### src/rtl/logic_gate_unit.sv
// Registered bitwise logic unit: AND, OR and NOT(a) of two operand vectors in parallel, plus
// one op-selected result (AND/OR/NOT/XOR). One-cycle registered output stage with a valid strobe.

// Bitwise AND of two WIDTH-bit vectors.
module and_gate #(
   parameter int unsigned WIDTH = 1
) (
   input  logic [WIDTH-1:0] a,
   input  logic [WIDTH-1:0] b,
   output logic [WIDTH-1:0] y
);

   assign y = a & b;

endmodule

// Bitwise OR of two WIDTH-bit vectors.
module or_gate #(
   parameter int unsigned WIDTH = 1
) (
   input  logic [WIDTH-1:0] a,
   input  logic [WIDTH-1:0] b,
   output logic [WIDTH-1:0] y
);

   assign y = a | b;

endmodule

// Bitwise inversion of a WIDTH-bit vector.
module not_gate #(
   parameter int unsigned WIDTH = 1
) (
   input  logic [WIDTH-1:0] a,
   output logic [WIDTH-1:0] y
);

   assign y = ~a;

endmodule

// Wrapper: combinational gate core followed by a single register stage.
module logic_gate_unit #(
   parameter int unsigned WIDTH = 1
) (
   input  logic             clk,
   input  logic             rst,
   input  logic [WIDTH-1:0] a,
   input  logic [WIDTH-1:0] b,
   input  logic [1:0]       op,
   input  logic             in_valid,
   output logic [WIDTH-1:0] y_and,
   output logic [WIDTH-1:0] y_or,
   output logic [WIDTH-1:0] y_not,
   output logic [WIDTH-1:0] y_sel,
   output logic             out_valid
);

   typedef enum logic [1:0] {
      OpAnd = 2'b00,
      OpOr  = 2'b01,
      OpNot = 2'b10,
      OpXor = 2'b11
   } op_e;

   logic [WIDTH-1:0] and_res;
   logic [WIDTH-1:0] or_res;
   logic [WIDTH-1:0] not_res;
   logic [WIDTH-1:0] xor_res;
   logic [WIDTH-1:0] sel_res;

   and_gate #(
      .WIDTH (WIDTH)
   ) u_and (
      .a (a),
      .b (b),
      .y (and_res)
   );

   or_gate #(
      .WIDTH (WIDTH)
   ) u_or (
      .a (a),
      .b (b),
      .y (or_res)
   );

   not_gate #(
      .WIDTH (WIDTH)
   ) u_not (
      .a (a),
      .y (not_res)
   );

   // XOR has no dedicated gate block; derive it here.
   assign xor_res = a ^ b;

   // Pick the op-selected result from the parallel gate outputs.
   always_comb begin
      sel_res = '0;
      unique case (op_e'(op))
         OpAnd:   sel_res = and_res;
         OpOr:    sel_res = or_res;
         OpNot:   sel_res = not_res;
         OpXor:   sel_res = xor_res;
         default: sel_res = '0;
      endcase
   end

   // Result registers load only on accepted inputs so idle-cycle X/Z never reaches state.
   always_ff @(posedge clk or posedge rst) begin
      if (rst) begin
         y_and <= '0;
         y_or  <= '0;
         y_not <= '0;
         y_sel <= '0;
      end else if (in_valid) begin
         y_and <= and_res;
         y_or  <= or_res;
         y_not <= not_res;
         y_sel <= sel_res;
      end
   end

   // Valid strobe: one cycle high per accepted input; async reset cuts a pending pulse short.
   always_ff @(posedge clk or posedge rst) begin
      if (rst) begin
         out_valid <= 1'b0;
      end else begin
         out_valid <= in_valid;
      end
   end

endmodule

### config.mk
export PLATFORM = sky130hd
export DESIGN_NAME = logic_gate_unit
export DESIGN_NICKNAME = d
export VERILOG_FILES = /design/src/rtl/logic_gate_unit.sv
export SDC_FILE = /design/constraint.sdc
export NUM_CORES = 1
export LEC_CHECK = 0
export ABC_AREA = 1
export CAP_MARGIN = 40
export CORE_AREA = 2 2 39 41
export CTS_CLUSTER_SIZE = 25
export DETAILED_ROUTE_END_ITERATION = 8
export DIE_AREA = 0 0 41 43
export DONT_BUFFER_PORTS = 1
export SLEW_MARGIN = 20
export SYNTH_ARGS = -nofsm -noshare
export SYNTH_HDL_FRONTEND = slang
export SYNTH_SLANG_ARGS = --single-unit
### constraint.sdc
create_clock -name clk -period 1.62 [get_ports clk]
set_clock_uncertainty 0.05 [all_clocks]
set_input_delay 0.405 -clock clk [delete_from_list [all_inputs] [get_ports clk]]
set_output_delay 0.405 -clock clk [all_outputs]
set_load 0.02 [all_outputs]
==> results.cfg <==
[status]
status = finished clean

[timing]
tightest_slew_ns = 0.2239
whs_ns = 0.1423
maxSlewHeadroom = 0.8507
setup_violations = 0
maxSlewViolCount = 0
finalCritPeriodShare = 0.7088
period_needed_ns = 1.148
tns_ns = 0
hold_viol = 0
max_freq_mhz = 870.9
rsz0062_at_grt = false

[synth]
syn-cell-area_sq_um = 241.5
ys_types = 7
syn_nets = 38
seq_area_frac_synth = 0.5181
syn_area_per_cell_sq_um = 8.327
ys_ff_latch = 5
synth_cells = 29
ys_warn_count = 0

[grt]
grt-busiest-layer = met4
met3_usage = 0.02094
grt_first_pass_wirelength_um = 710
use_met1 = 0.07006
antenna_found_initial = 0
grt_pass1_vias = 182
grt_max_degree = 7
grt_usage = 0.06707
grt_overflow = 0
gr-usage-met2 = 0.07188

[die]
dieArea_sq_um = 1763
initial_core_util = 0.1745
die_x_um = 41
num_rows = 14
ios = 12
die-height_um = 43
core-area_sq_um = 1384

[cells_and_area]
drive_gt1_frac = 0.08824
final_cell_mix = 11 x nand2_1, 6 x inv_1, 5 x dfrtp_1
instances_no_fill = 50
syn_to_final_growth_pct = 23.32
diodes = 0
final_nets = 44
layout_commonest_cell = nand2_1

[critical_path]
crit_cells = 0
start_kind = flip-flop
crit_fanout = 2
worstSetupPathType = reg2out
required_ns = 1.16
r2r_cells = 2
cp-end-kind = output pin
cp_data_arrival_time_ns = 0.69

[power_and_ir_drop]
ir_drop_uv = 118.0
power_density_nw_per_um2 = 1096
p_leak_nw = 0.1611

[routing]
wl_um = 484
via_per_inst = 3.640
drcViolationCount = 0
drt_first_pass_iters = 4
wl_per_cell_um = 9.680
postRouteAntennaNets = 0
drt_iter0_drc = 1
vias = 182

[cts]
root_buffer = clkbuf_4
cts_tree = done
post_cts_buffers = 0
numCtsBuffers = 3
clock_sinks = 5
insertion_delay_ns = 0.24
clk_pin_slew_worst_paths_ns = 0.04
clock_path_buffers = 2
cts_max_level = 1

[placed_design]
dp.cells = 45
gp_congestion = 0.6710
io_buffers = 0

[worst_hold_path]
whs_path_depth = 0
hold_path.class = in2reg

[job]
maxCapViolCount = 0
## stage by stage
stage | instance area [sq um] | total power [mW] | worst slack, ns | utilization
2_1_floorplan | 241.5 | 0.1770 | 0.5066 | -
3_3_place_gp | 261.5 | 0.1820 | 0.4750 | 0.1890
3_5_place_dp | 261.5 | 0.1828 | 0.4681 | 0.1890
4_1_cts | 297.8 | 0.3357 | 0.4566 | 0.2152
5_1_grt | 297.8 | 0.3487 | 0.4373 | 0.2152
6_report | 297.8 | 0.3263 | 0.4718 | 0.2152
## Yosys cell counts
library cell	count	area [sq um]
dfrtp_1	5	125.1
ha_1	2	25.02
inv_1	6	22.52
nand2_1	11	41.29
nand3_1	2	10.01
nand3b_1	1	7.510
o21ai_0	2	10.01
## power breakdown
group | switching [mW] | internal (mW)
Sequential | 0.0204 | 0.136
Combinational | 0.0139 | 0.0112
Clock | 0.0515 | 0.0932
Total | 0.0858 | 0.240
## final cells by class
type	count	area [sq um]
clock buffers	4	26.28
fillers	161	1086
inverters	6	22.52
multi-input cells	18	93.84
flip-flops and latches	5	125.1
well taps	16	20.02
repair buffers	1	10.01
## state kept, by name, summed over array words and instances (netlist names)
name / cells
y_sel: 1
y_not: 1
out_valid: 1
y_and: 1
y_or: 1
## cell families after synthesis
logic type | count (synthesis) | synth area share
AO/OA/AOI/OAI | 2 | 0.04145
adder cells (fa/ha/maj) | 2 | 0.1036
buffers and inverters | 6 | 0.09326
flip-flops | 5 | 0.5181
AND/OR/NAND/NOR | 14 | 0.2435
## metal layers
layer	up-vias	wire length, um
met1	77	188
met2	9	222
met4	0	0
met3	0	72
li1	96	-
met5	-	0
## what timing repair did
item / CTS / global route
gates resized for setup: 0 / 0
endpoints found under the hold margin: 5 / 0
hold buffers: 1 / 0
## path summary, 6_finish.rpt
check                               from   endpoint  slack, ns
worst max-delay path               y_not      y_not       0.47
min in group asynchronous            rst      y_not       0.45
worst max register to register     y_not      y_not       0.84
max in group asynchronous            rst  out_valid       0.90
worst min-delay path            in_valid  out_valid       0.14
worst min register to register     y_and      y_and       0.56
Note: power is estimated with default switching activity, not from simulation.
